<file path="config.mk">
export PLATFORM = sky130hd
export DESIGN_NAME = lfsr_delay_gen
export DESIGN_NICKNAME = d
export VERILOG_FILES = /design/src/rtl/lfsr_delay_gen.sv
export SDC_FILE = /design/constraint.sdc
export NUM_CORES = 1
export LEC_CHECK = 0
export CAP_MARGIN = 25
export CORE_MARGIN = 3
export CORE_UTILIZATION = 30
export DETAILED_ROUTE_END_ITERATION = 12
export PLACE_DENSITY = 0.62
export SKIP_LAST_GASP = 1
export SLEW_MARGIN = 20
export SYNTH_ARGS = -nofsm -noshare
export SYNTH_HDL_FRONTEND = slang
export SYNTH_SLANG_ARGS = --single-unit
export TNS_END_PERCENT = 100
</file>
<file path="constraint.sdc">
create_clock -name cin -period 4.8 [get_ports cin]
set_input_delay 0.72 -clock cin [delete_from_list [all_inputs] [get_ports cin]]
set_output_delay 0.72 -clock cin [all_outputs]
set_load 0.03 [all_outputs]
</file>
<file path="src/rtl/lfsr_delay_gen.sv">
`default_nettype none
// ============================================================================
// Module   : lfsr_delay_gen
// Brief    : Fibonacci LFSR plus a countdown engine that turns one LFSR sample
//            into a random wait, in tick periods, ending in a one-cycle done.
// Revision : 1.0  initial release
// ============================================================================
module lfsr_delay_gen #(
    parameter int               WIDTH      = 12,
    parameter logic [WIDTH-1:0] TAPS       = 12'h060,
    parameter logic [WIDTH-1:0] SEED       = 12'h4AD,
    parameter logic [WIDTH-1:0] RECOVER    = 12'h00D,
    parameter int               DW         = 16,
    parameter int               RANGE_BITS = 10,
    parameter int               MIN_DELAY  = 500
) (
    input  logic             cin,
    input  logic             resetn,
    input  logic             en,
    input  logic             tick,
    input  logic             start,
    input  logic             abort,
    output logic [WIDTH-1:0] rnd,
    output logic [DW-1:0]    delay_out,
    output logic             busy,
    output logic             done
);

    localparam logic [1:0]    c_IDLE      = 2'd0;
    localparam logic [1:0]    c_COUNT     = 2'd1;
    localparam logic [1:0]    c_FIRE      = 2'd2;
    localparam logic [DW-1:0] c_MIN_DELAY = DW'(MIN_DELAY);

    logic [WIDTH-1:0] r_lfsr_q;
    logic [WIDTH-1:0] w_lfsr_d;
    logic [1:0]       r_state_q;
    logic [1:0]       w_state_d;
    logic [DW-1:0]    r_cnt_q;
    logic [DW-1:0]    w_cnt_d;
    logic [DW-1:0]    r_delay_q;
    logic [DW-1:0]    w_delay_d;
    logic [DW-1:0]    w_offset;
    logic [DW-1:0]    w_new_delay;

    // An all-zero register would lock up the shifter, so it is reseeded first.
    always_comb begin
        w_lfsr_d = r_lfsr_q;
        if (en) begin
            if (r_lfsr_q == '0) begin
                w_lfsr_d = RECOVER;
            end else begin
                w_lfsr_d = {r_lfsr_q[WIDTH-2:0], ^(r_lfsr_q & TAPS)};
            end
        end
    end

    // Offset is taken from the pre-shift LFSR value of the accepting edge.
    always_comb begin
        w_offset                   = '0;
        w_offset[RANGE_BITS-1:0]   = r_lfsr_q[RANGE_BITS-1:0];
        w_new_delay                = c_MIN_DELAY + w_offset;
    end

    always_comb begin
        w_state_d = r_state_q;
        w_cnt_d   = r_cnt_q;
        w_delay_d = r_delay_q;
        case (r_state_q)
            c_IDLE: begin
                if (start && !abort) begin
                    w_delay_d = w_new_delay;
                    w_cnt_d   = w_new_delay;
                    w_state_d = (w_new_delay != '0) ? c_COUNT : c_FIRE;
                end
            end
            c_COUNT: begin
                if (abort) begin
                    w_cnt_d   = '0;
                    w_state_d = c_IDLE;
                end else if (tick) begin
                    if (r_cnt_q == DW'(1)) begin
                        w_cnt_d   = '0;
                        w_state_d = c_FIRE;
                    end else begin
                        w_cnt_d = r_cnt_q - DW'(1);
                    end
                end
            end
            c_FIRE: begin
                w_state_d = c_IDLE;
            end
            default: begin
                w_state_d = c_IDLE;
                w_cnt_d   = '0;
            end
        endcase
    end

    always_ff @(posedge cin or negedge resetn) begin
        if (!resetn) begin
            r_lfsr_q  <= SEED;
            r_state_q <= c_IDLE;
            r_cnt_q   <= '0;
            r_delay_q <= '0;
        end else begin
            r_lfsr_q  <= w_lfsr_d;
            r_state_q <= w_state_d;
            r_cnt_q   <= w_cnt_d;
            r_delay_q <= w_delay_d;
        end
    end

    assign rnd       = r_lfsr_q;
    assign delay_out = r_delay_q;
    assign busy      = (r_state_q == c_COUNT);
    assign done      = (r_state_q == c_FIRE);

endmodule
`default_nettype wire

</file>
==> results of run 1 <==
==> sequential cells by signal, summed over array words and instances, names as in the netlist <==
| signal | cells |
|---|---|
| r_cnt_q | 16 |
| rnd | 12 |
| r_state_q | 2 |
| delay_out | 11 |
==> worst paths after layout <==
| path | slack (ps) | endpoint | depth (start not counted) |
|---|---|---|---|
| min in group asynchronous | 540 | rnd[6] | 1 |
| hold / removal | 480 | delay_out[0] | 2 |
| setup reg to reg | 2640 | r_cnt_q[10] | 7 |
| max in group asynchronous | 3700 | r_cnt_q[4] | 1 |
| setup / recovery | 2290 | r_cnt_q[9] | 6 |
| hold reg to reg | 480 | delay_out[0] | 2 |
==> Yosys cell counts (2+ instances only) <==
| master | number | area, um^2 |
|---|---|---|
| nor4_1 | 3 | 18.8 |
| nor3_1 | 6 | 30.0 |
| a41oi_1 | 2 | 17.5 |
| nand2b_1 | 2 | 12.5 |
| clkbuf_1 | 3 | 11.3 |
| a31oi_1 | 6 | 37.5 |
| xnor2_1 | 4 | 35.0 |
| nor2b_1 | 3 | 18.8 |
| o22ai_1 | 2 | 12.5 |
| or4_1 | 2 | 15.0 |
| a21o_1 | 2 | 15.0 |
| ha_1 | 5 | 62.6 |
| buf_4 | 9 | 67.6 |
| a21oi_1 | 4 | 20.0 |
| dfstp_2 | 6 | 158 |
| nor2_4 | 2 | 22.5 |
| or3_1 | 5 | 31.3 |
| nor2_1 | 7 | 26.3 |
| nand3_1 | 11 | 55.1 |
| o22a_1 | 3 | 26.3 |
| mux2_2 | 6 | 67.6 |
| dfrtp_1 | 35 | 876 |
| inv_1 | 8 | 30.0 |
| o31ai_1 | 2 | 15.0 |
| o21ai_0 | 11 | 55.1 |
| nand2_1 | 39 | 146 |
| a211oi_1 | 2 | 15.0 |
| xor2_1 | 3 | 26.3 |
| nand3b_1 | 4 | 30.0 |
| o211ai_1 | 4 | 30.0 |
==> cell families after synthesis <==
| logic type | Yosys count |
|---|---|
| buf+inv | 22 |
| xor+xnor | 7 |
| fa+ha+maj | 5 |
| compound gates | 43 |
| other cells | 1 |
| mux | 7 |
| simple gates | 92 |
| flops | 41 |
==> stage by stage <==
step / instance area (um^2) / setup WS [ps]
5_1_grt: 2600 / 2140
6_report: 2600 / 2290
3_3_place_gp: 2490 / 2040
4_1_cts: 2600 / 2300
2_1_floorplan: 2170 / 2850
3_5_place_dp: 2490 / 1990
==> layer usage <==
metal	wire (um)	part of all wire, %
met5	0	0
met4	70	1.4
met3	182	3.7
met2	2300	47
met1	2320	48
==> final cells by class <==
type / instances / area share [%]
clock buffers: 6 / 2.80
clock inverters: 2 / 1.35
inverters: 8 / 1.16
multi-input cells: 159 / 38.9
flip-flops and latches: 41 / 39.8
well taps: 96 / 4.63
repair buffers: 30 / 11.4
==> worst max-delay path, stage by stage <==
cell and delay [ps]:
clkdlybuf4s50_1 500, nor4b_4 580, a21oi_2 210, or4_1 460, o211ai_2 80, o211ai_1 110
==> power breakdown <==
group	switching (uW)	leakage [uW]	internal, uW
sequential	129	0.000510	463
clock	120	0.0000552	154
combinational	340	0.000534	259
total	589	0.00110	876
==> metrics, run 1 <==
post-CTS setup buffer count 0; placed cells 334; ANT nets after route 0; most common cell after layout, fill and taps aside nand2_1; Worst EP required 4950 ps; CTS resizes 0; Mapped Avg Cell Area 9.88 um^2; final hold slack 477 ps; total CTS buffers 5; Clk Tree Root Cell clkbuf_8; grt peak-use layer met2; Yosys Warn Count 0; Crit Path Max Fanout 12; Yosys cell types 47; Critical Path Start Type input pin; Synth async-reset ratio 100%; EDFF count, synth 0; final slew viol count 0; die area 0.00823 mm^2; Fin Setup TNS 0 ps; total power 1470 uW; area of the multi-input gates 0.00101 mm^2; Hold Fails Final Rpt 0; Sequential cell area 0.00103 mm^2; met1 Usage GRT 16.2%; I/O pins 36; vias per cell 4.94; crit share post-route 52.3%; Worst Hold Class reg -> reg; Final Critical Period 2510 ps; max-cap viol count 0; clock sinks 41; Synth Flop Type dfrtp_1; die outline width 90.7 um; fraction of layout cells with a size suffix above 1 11.8%; DP HPWL 3500 um; Max IR drop VDD 0.000290 V; Max-slew headroom 40.4%; Worst setup startpoint abort; Fillers 676; CTS tree built; final setup violation count 0; worst reg2reg path startpoint r_cnt_q[0]; met3 Use GR 3.17%; largest family of logic cells by synthesized area simple AND/OR/NAND/NOR gates; Least-Margin Pin Slew 894 ps; Post-Syn Area 0.00215 mm^2; vias in the first global route 1704; Crit. End Element register; # rows 30; initial antenna violation count 0; hold buffer count at CTS 0; grt total ovfl 0; first-pass GRT wire length 8280 um; drt pass-1 iters 4; Post-Synth XOR/XNOR Area 2.85%; status finished, final reports clean; register bit total from synthesis 41; grt met2 use 19.5%; Initial Util 31.3%; mux contribution to synthesized area 3.60%; Worst Skew 6.38 ps; Cell Pwr Density 564 mW/mm^2; Synth Area in Adders 2.91%; CTS clock-pin slew for the worst setup and hold paths 80 ps; CTS Buffer Depth 2; Residual DRC 0; H-tree depth 2; final net count 256; First DRT Iteration DRCs 84; RSZ-0062 raised after global routing no; fmax 0.399 GHz; leakage power 0.00110 uW; post-synthesis simple-gate area fraction 23.1%; Non-Filler Instances 342; Synth Area in Compound Gates 13.5%; leading cell types in the layout, fill and taps excluded nand2_1, dfrtp_1, clkdlybuf4s50_1, o21ai_0, nand3_1; register area share after synthesis 48.0%; Worst EP arrival 2660 ps; WL/cell 14.3 um; die height 90.7 um; critical path class in -> reg; min-delay src delay_out[0]; Total Wirelength 4870 um; Diodes inserted 0; core region area 0.00687 mm^2; Skew-Pair Late Insertion Delay 300 ps; P&R area growth vs syn 20.6%; pin count of the biggest net entering global routing 42; IO buf count 30; Syn Inst Count 218; Vias 1691; Tot GR Track Use 12.3%; final design utilization 37.8%; gp weighted congestion 0.782
Power figures use the tool's default switching activity.
==> run 2: changes to the inputs <==
==> constraint.sdc (replaced) <==
create_clock -name cin -period 2.5 [get_ports cin]
set_input_delay 0.375 -clock cin [delete_from_list [all_inputs] [get_ports cin]]
set_output_delay 0.375 -clock cin [all_outputs]
set_load 0.03 [all_outputs]
==> metrics, run 2 (synthesis results as in run 1) <==
status finished, final reports clean; CTS clock-pin slew for the worst setup and hold paths 80 ps; Least-Margin Pin Slew 683 ps; clock sinks 41; Critical Path Start Type register; Skew-Pair Late Insertion Delay 300 ps; Crit. End Element register; final net count 261; critical path class reg -> reg; Diodes inserted 0; Worst Skew 15.6 ps; Clk Tree Root Cell clkbuf_8; leading cell types in the layout, fill and taps excluded nand2_1, dfrtp_1, clkdlybuf4s50_1, o21ai_0, nand3_1; Largest Register r_cnt_q; fraction of layout cells with a size suffix above 1 13.5%; die height 90.7 um; placed cells 338; Initial Util 31.3%; I/O pins 36; core region area 0.00687 mm^2; post-CTS setup buffer count 0; First DRT Iteration DRCs 140; grt total ovfl 0; final slew viol count 0; Hold Fails Final Rpt 0; Fin Setup TNS 0 ps; H-tree depth 2; final setup violation count 0; Worst EP arrival 2270 ps; leakage power 0.00112 uW; pin count of the biggest net entering global routing 42; fmax 0.465 GHz; Residual DRC 0; total CTS buffers 5; Worst Hold Class in -> async; CTS resizes 0; # rows 30; Final Critical Period 2150 ps; initial antenna violation count 0; first-pass GRT wire length 8510 um; Max IR drop VDD 0.000523 V; Non-Filler Instances 347; vias per cell 4.90; Max-slew headroom 53.9%; Worst EP required 2620 ps; max-cap viol count 0; WL/cell 14.1 um; gp weighted congestion 0.822; most common cell after layout, fill and taps aside nand2_1; hold buffer count at CTS 0; Total Wirelength 4910 um; Tot GR Track Use 12.6%; CTS Buffer Depth 2; CTS tree built; Cell Pwr Density 1050 mW/mm^2; IO buf count 30; P&R area growth vs syn 22.3%; ANT nets after route 0; Vias 1702; crit share post-route 86.0%; Largest register FFs 16; vias in the first global route 1725; Crit Path Max Fanout 6; RSZ-0062 raised after global routing no; die area 0.00823 mm^2; drt pass-1 iters 4; die outline width 90.7 um; DP HPWL 3600 um
## run 2: cell count changes in the layout (fill, tap and decap cells not counted), sizes merged
cell	before	now
buf	1	6
bufinv	1	0
clkinvlp	0	1
clkinv	1	0
clkbuf	6	7
## run 2: where the power goes
| group | leakage [uW] | switching [uW] | internal, uW | total (uW) |
|---|---|---|---|---|
| clock | 0.0000445 | 234 | 225 | 458 |
| sequential | 0.000510 | 244 | 889 | 1130 |
| combinational | 0.000562 | 654 | 508 | 1160 |
| total | 0.00112 | 1130 | 1620 | 2750 |
## run 2: critical path, cell delays in order (launching register included)
cell	delay (ps)
dfrtp_1	460
inv_1	90
ha_1	210
or3b_2	510
nor2_1	310
a211oi_1	130
o21ai_0	160
o211ai_1	110
## run 2: through the flow
step	utilization, %	power, uW	setup WS (ps)	hold WS (ps)	instance area, um^2
final	38.3	2750	350	1.76	2630
after global routing	38.3	2950	203	17.7	2630
after CTS	38.0	2780	366	243	2610
after detailed placement	36.7	2310	244	467	2520
after global placement	36.7	2300	337	461	2520
after floorplan	-	1890	638	79.4	2170
## run 2: path summary, 6_finish.rpt
| check | slack (ps) | depth (start not counted) | start | end |
|---|---|---|---|---|
| setup / recovery | 350 | 7 | r_cnt_q[0] | r_cnt_q[10] |
| hold / removal | 2 | 1 | resetn | r_cnt_q[2] |
| setup reg to reg | 350 | 7 | r_cnt_q[0] | r_cnt_q[10] |
| hold reg to reg | 480 | 2 | delay_out[3] | delay_out[3] |
| max in group asynchronous | 1960 | 2 | resetn | rnd[0] |
| min in group cin | 480 | 2 | delay_out[3] | delay_out[3] |
## run 2: metal layers
metal / GRT usage (%) / up-vias / part of all wire [%]
met1: 17.0 / 821 / 47
met2: 20.0 / 45 / 48
met4: 3.44 / 0 / 1.2
met5: 0 / - / 0
li1: - / 831 / -
met3: 3.00 / 5 / 4.5
## run 2: layout make-up
| type | instances | area, um^2 |
|---|---|---|
| fill | 677 | 4240 |
| inverter | 8 | 30.0 |
| sequential | 41 | 1030 |
| tap | 96 | 120 |
| timing repair buffer | 35 | 345 |
| clock inverter | 1 | 7.51 |
| clock buffer | 7 | 86.3 |
| multi-input combinational | 159 | 1010 |
